===== config.mk =====
export PLATFORM = sky130hd
export DESIGN_NAME = switch_xbar_arbiter
export DESIGN_NICKNAME = d
export VERILOG_FILES = /design/src/rtl/switch_arb_pkg.sv /design/src/rtl/switch_arb_wdog.sv /design/src/rtl/switch_xbar_arbiter.sv
export SDC_FILE = /design/constraint.sdc
export NUM_CORES = 1
export LEC_CHECK = 0
export CAP_MARGIN = 30
export CORE_UTILIZATION = 44
export DETAILED_ROUTE_END_ITERATION = 10
export PLACE_DENSITY_LB_ADDON = 0.05
export SYNTH_ARGS = -nofsm -noshare
export SYNTH_HDL_FRONTEND = slang
export SYNTH_SLANG_ARGS = --single-unit

===== constraint.sdc =====
create_clock -name clk -period 8.3 [get_ports clk]
set_clock_uncertainty 0.1 [all_clocks]
set_input_delay 0.83 -clock clk [delete_from_list [all_inputs] [get_ports clk]]
set_output_delay 0.83 -clock clk [all_outputs]
set_load 0.03 [all_outputs]

===== src/rtl/switch_arb_pkg.sv =====
// Shared types for the crossbar arbiter: port masks, port indices and per-input FSM states.
package switch_arb_pkg;

    localparam int NUM_PORTS_DEF = 4;

    typedef logic [3:0] port_mask_t;
    typedef logic [1:0] port_idx_t;

    typedef enum logic [1:0] {
        ARB_IDLE,
        ARB_WAIT,
        ARB_ACTIVE
    } arb_state_e;

endpackage


===== src/rtl/switch_arb_wdog.sv =====
// Grant-hold watchdog for one input: expire is combinational, high on the edge where the hold
// reaches WDOG_CYCLES cycles without req_last; WDOG_CYCLES==0 disables it.
module switch_arb_wdog #(
    parameter int WDOG_CYCLES = 64
) (
    input  logic clk,
    input  logic reset,
    input  logic active,
    input  logic last,
    output logic expire
);

    localparam int CW = (WDOG_CYCLES > 1) ? $clog2(WDOG_CYCLES) : 1;

    logic [CW-1:0] cnt_q;
    logic [CW-1:0] cnt_d;

    always_comb begin
        expire = (WDOG_CYCLES != 0) && active && !last && (cnt_q == CW'(WDOG_CYCLES - 1));
        cnt_d  = (active && !last && !expire) ? cnt_q + 1'b1 : '0;
    end

    always_ff @(posedge clk) begin
        if (!reset) begin
            cnt_q <= '0;
        end else begin
            cnt_q <= cnt_d;
        end
    end

endmodule


===== src/rtl/switch_xbar_arbiter.sv =====
// Crossbar scheduler: all-or-nothing round-robin grants of target outputs, held until req_last or watchdog.
// Define SWITCH_XBAR_ARBITER_RESERVE_EN to let a blocked input at rr_ptr reserve its outputs.
module switch_xbar_arbiter
    import switch_arb_pkg::*;
#(
    parameter int NUM_PORTS   = NUM_PORTS_DEF,
    parameter int WDOG_CYCLES = 64
) (
    input  logic                   clk,
    input  logic                   reset,
    input  logic [NUM_PORTS-1:0]   req_valid,
    input  logic [NUM_PORTS*4-1:0] req_target,
    input  logic [NUM_PORTS-1:0]   req_last,
    input  logic [NUM_PORTS-1:0]   suspend_op,
    output logic [NUM_PORTS-1:0]   grant,
    output logic [NUM_PORTS-1:0]   req_reject,
    output logic [NUM_PORTS-1:0]   out_busy,
    output logic [NUM_PORTS*2-1:0] out_sel,
    output logic [NUM_PORTS-1:0]   err_timeout
);

    localparam int IW = $bits(port_idx_t);

    arb_state_e           state_q [NUM_PORTS];
    arb_state_e           state_d [NUM_PORTS];
    logic [NUM_PORTS-1:0] eff     [NUM_PORTS];
    logic [IW-1:0]        sel_q   [NUM_PORTS];
    logic [IW-1:0]        sel_d   [NUM_PORTS];
    logic [NUM_PORTS-1:0] busy_q, busy_d, rej_q, rej_d, tmo_q, tmo_d;
    logic [NUM_PORTS-1:0] expire, release_v, pend, cand, new_gnt, claimed;
    logic [IW-1:0]        rr_q, rr_d, idx;
    logic                 found;

    for (genvar i = 0; i < NUM_PORTS; i++) begin : g_port
        assign eff[i] = req_target[4*i +: NUM_PORTS] & ~(NUM_PORTS'(1) << i);
        assign out_sel[IW*i +: IW] = sel_q[i];

        switch_arb_wdog #(.WDOG_CYCLES(WDOG_CYCLES)) u_wdog (
            .clk    (clk),
            .reset  (reset),
            .active (state_q[i] == ARB_ACTIVE),
            .last   (req_last[i]),
            .expire (expire[i])
        );
    end

    // Scheduling sees pre-edge busy, so outputs freed this edge stay idle for one cycle.
    always_comb begin
        release_v = '0;
        pend      = '0;
        cand      = '0;
        rej_d     = '0;
        for (int i = 0; i < NUM_PORTS; i++) begin
            release_v[i] = (state_q[i] == ARB_ACTIVE) && (req_last[i] || expire[i]);
            pend[i]      = req_valid[i] && !rej_q[i] && (state_q[i] != ARB_ACTIVE);
            cand[i]      = pend[i] && (eff[i] != '0);
            rej_d[i]     = pend[i] && (eff[i] == '0);
        end
        tmo_d = expire;

        new_gnt = '0;
        claimed = '0;
        rr_d    = rr_q;
        found   = 1'b0;
        idx     = '0;
        for (int k = 0; k < NUM_PORTS; k++) begin
            idx = IW'((int'(rr_q) + k) % NUM_PORTS);
            if (cand[idx] && ((eff[idx] & (busy_q | suspend_op | claimed)) == '0)) begin
                new_gnt[idx] = 1'b1;
                claimed      = claimed | eff[idx];
                if (!found) begin
                    rr_d  = IW'((int'(idx) + 1) % NUM_PORTS);
                    found = 1'b1;
                end
            end
`ifdef SWITCH_XBAR_ARBITER_RESERVE_EN
            else if (cand[idx] && (k == 0)) begin
                claimed = claimed | eff[idx];
                found   = 1'b1;
            end
`endif
        end
    end

    always_comb begin
        for (int i = 0; i < NUM_PORTS; i++) begin
            state_d[i] = state_q[i];
            case (state_q[i])
                ARB_IDLE, ARB_WAIT: begin
                    if (new_gnt[i])   state_d[i] = ARB_ACTIVE;
                    else if (cand[i]) state_d[i] = ARB_WAIT;
                    else              state_d[i] = ARB_IDLE;
                end
                ARB_ACTIVE: begin
                    if (release_v[i]) state_d[i] = req_valid[i] ? ARB_WAIT : ARB_IDLE;
                end
                default: state_d[i] = ARB_IDLE;
            endcase
        end
    end

    always_comb begin
        busy_d = busy_q;
        for (int j = 0; j < NUM_PORTS; j++) begin
            sel_d[j] = sel_q[j];
            if (busy_q[j] && release_v[sel_q[j]]) begin
                busy_d[j] = 1'b0;
                sel_d[j]  = '0;
            end
        end
        for (int i = 0; i < NUM_PORTS; i++) begin
            for (int j = 0; j < NUM_PORTS; j++) begin
                if (new_gnt[i] && eff[i][j]) begin
                    busy_d[j] = 1'b1;
                    sel_d[j]  = IW'(i);
                end
            end
        end
    end

    always_ff @(posedge clk) begin
        if (!reset) begin
            for (int i = 0; i < NUM_PORTS; i++) begin
                state_q[i] <= ARB_IDLE;
                sel_q[i]   <= '0;
            end
            busy_q <= '0;
            rej_q  <= '0;
            tmo_q  <= '0;
            rr_q   <= '0;
        end else begin
            for (int i = 0; i < NUM_PORTS; i++) begin
                state_q[i] <= state_d[i];
                sel_q[i]   <= sel_d[i];
            end
            busy_q <= busy_d;
            rej_q  <= rej_d;
            tmo_q  <= tmo_d;
            rr_q   <= rr_d;
        end
    end

    always_comb begin
        for (int i = 0; i < NUM_PORTS; i++) begin
            grant[i] = (state_q[i] == ARB_ACTIVE);
        end
        out_busy    = busy_q;
        req_reject  = rej_q;
        err_timeout = tmo_q;
    end

endmodule


==> flow_summary.json <==
{
  "status": "finished, final reports clean",
  "p_total_mw": 1.24,
  "switching_share_pct": 47.1,
  "grtUsageMet1_pct": 30.6,
  "nets": 554,
  "gr-total-overflow": 0,
  "die_h_um": 97.6,
  "cp_cell_sequence": "buf_4, inv_1, ha_1, buf_4, nand2b_1, o311ai_1, a222oi_1, nand2_1, a21oi_4, a211oi_1, o31a_4, o21ai_2, nand2_1, a41o_1",
  "cts_resized": 0,
  "cts_setup_buffers": 0,
  "dr.pass1.iters": 5,
  "syn_area_mm2": 0.00402,
  "synth_top_area_share_pct": 26.9,
  "final.setup.tns_ns": 0,
  "core_area_mm2": 0.00881,
  "ys_seq_elements": 54,
  "ctsHoldBuffers": 0,
  "cts_tree": "yes",
  "p_clk_share_pct": 12.8,
  "relSlewSlack_pct": 55.1,
  "worstMarginPinSlew_ns": 0.667,
  "crit_fanout": 39,
  "use_met3_pct": 2.09,
  "io_pins": 54,
  "pwr-share-seq_pct": 26.6,
  "synth.area.top_cells": "dfxtp_1 (27%), nand2_1 (4.6%), mux2i_1 (4.5%)",
  "netSwitchingPower_mw": 0.584,
  "clk_pin_slew_ns": 0.11,
  "async_reset_ff_share_pct": 0,
  "yosysMostFrequentCell": "dfxtp_1",
  "n_antenna_cell": 0,
  "numCtsBuffers": 5,
  "crit_arrival_ns": 5.33,
  "cp.required_ns": 8.41,
  "synth_commonest_cells": "dfxtp_1 (54), nand2_1 (49), nor2_1 (47), nand3_1 (34), o21ai_0 (27)",
  "antenna_found_initial": 0,
  "ys_warn_count": 0,
  "p_comb_share_pct": 60.5,
  "grtUsageMet2_pct": 38.8,
  "syn_inst": 490,
  "drtIter0Drc": 186,
  "start_util_pct": 45.7,
  "postLayoutCellArea_mm2": 0.00452,
  "avgSynthCellArea_um2": 8.21,
  "grtUsageTotal_pct": 22.5,
  "p_per_area_mw_per_mm2": 274,
  "num_rows": 34,
  "routed_wl_um": 10500,
  "place_congestion": 0.923,
  "report.final.slew_viol_count": 0,
  "vdd_drop_max_mv": 0.111,
  "dr_total_vias": 3659,
  "setup_viol": 0,
  "hold_class": "register to register",
  "post_route_cells_drive_above_1_share_pct": 10.3,
  "grt_max_degree": 47,
  "clkSinkCount": 54,
  "crit_path_start_kind": "register",
  "fmax_mhz": 192,
  "synth_cell_types": 76,
  "dp_hpwl_um": 7610,
  "post-route-period-util_pct": 62.9,
  "cp-end-kind": "register",
  "ant_nets": 0,
  "finalHoldViolations": 0,
  "area_growth_pct": 12.4,
  "clk_latency_ns": 0.31,
  "syn-num-nets": 531,
  "rsz0062_at_grt": "no",
  "max_stage_delay_ns": 0.59,
  "cts_buffer_depth": 2,
  "clock_tree.root_cell": "clkbuf_8",
  "crit_family": "compound AO/OA/AOI/OAI gates",
  "place_area_mm2": 0.00442,
  "synth-edff-count": 0,
  "port_buffers": 49,
  "ys_dominant_reg_cell": "dfxtp_1",
  "path_class": "register to register",
  "fp.dieArea_mm2": 0.00953,
  "yosys.area.top_type": "dfxtp_1",
  "die_w_um": 97.6,
  "wire_per_inst_um": 16.9,
  "placed_cells": 614,
  "vias_per_cell": 5.88,
  "fin_cells": 622,
  "p_leak_nw": 1.62,
  "maxCapViolCount": 0,
  "htreeDepth": 2,
  "grt_pass1_vias": 3421,
  "remaining_drc_errors": 0,
  "grt-busiest-layer": "met2",
  "p_int_mw": 0.655,
  "grt_pass1_wl_um": 17500,
  "critPathSlowestCell": "a222oi_1",
  "fin_crit_ns": 5.22,
  "yosysSeqAreaShare_pct": 26.9,
  "worst-path-buf-inv": 3,
  "final_util_pct": 51.3
}
kinds of logic after synthesis:
family                     after synthesis  share of synthesized area, %
AOI/OAI and AO/OA                      128                          24.0
xor gates and xnor gates                17                          3.70
adders and majority gates               11                          3.42
buffers and inverters                   52                          7.72
DFF                                     54                          26.9
muxes                                   23                          7.00
and+or+nand+nor                        205                          27.3
power groups by stage:
stage | sequential, mW | clock (mW) | combinational [mW]
2_1_floorplan | 0.368 | 0 | 0.561
3_3_place_gp | 0.335 | 0 | 0.733
3_5_place_dp | 0.336 | 0 | 0.742
4_1_cts | 0.331 | 0.162 | 0.746
5_1_grt | 0.337 | 0.170 | 0.817
6_report | 0.330 | 0.159 | 0.750
layer usage:
metal / part of all wire, % / up-vias
met5: 0 / -
met1: 46 / 1739
met2: 49 / 79
met4: 0.80 / 0
li1: - / 1834
met3: 4.1 / 7
worst paths after layout:
check | cells after the start | slack [ns] | start | endpoint
setup reg to reg | 14 | 3.08 | rr_q[1] | sel_q[3][1]
hold / removal | 1 | 0.35 | g_port[2].u_wdog.cnt_q[0] | g_port[2].u_wdog.cnt_q[0]
hold reg to reg | 1 | 0.35 | g_port[2].u_wdog.cnt_q[0] | g_port[2].u_wdog.cnt_q[0]
setup / recovery | 14 | 3.08 | rr_q[1] | sel_q[3][1]
layout by cell type, fill, tap and decap left out, types with 11 or more instances in the layout:
master | synthesis | routed
xnor2_1 | 12 | 12
nand2_1 | 49 | 49
and3_1 | 13 | 13
nand3_1 | 34 | 34
ha_1 | 11 | 11
nor2_1 | 47 | 47
a21oi_1 | 20 | 20
inv_1 | 13 | 13
o21ai_0 | 27 | 27
clkdlybuf4s50_1 | 0 | 49
mux2i_1 | 18 | 18
dfxtp_1 | 54 | 54
registers in the layout, summed over array words and instances (netlist names):
register,count
sel_q,8
g_port.u_wdog.cnt_q,24
req_reject,4
rr_q,2
err_timeout,4
out_busy,4
state_q,8
per-stage QoR:
step / hold slack [ns] / worst slack, ns
detailed placement: 0.337 / 3.15
finish: 0.353 / 3.08
CTS: 0.354 / 3.10
floorplan: 0.318 / 4.33
global placement: 0.326 / 3.23
global route: 0.377 / 2.78
cell type report:
cell class                      count  area (um2)
Clock buffer                        5        68.8
Clock inverter                      3        28.8
Fill cell                         851        4290
Inverter                           15        56.3
Multi-Input combinational cell    384        2630
Sequential cell                    54        1080
Tap cell                          108         135
Timing Repair Buffer               53         520
No activity file was read; power rests on OpenSTA's default activity.
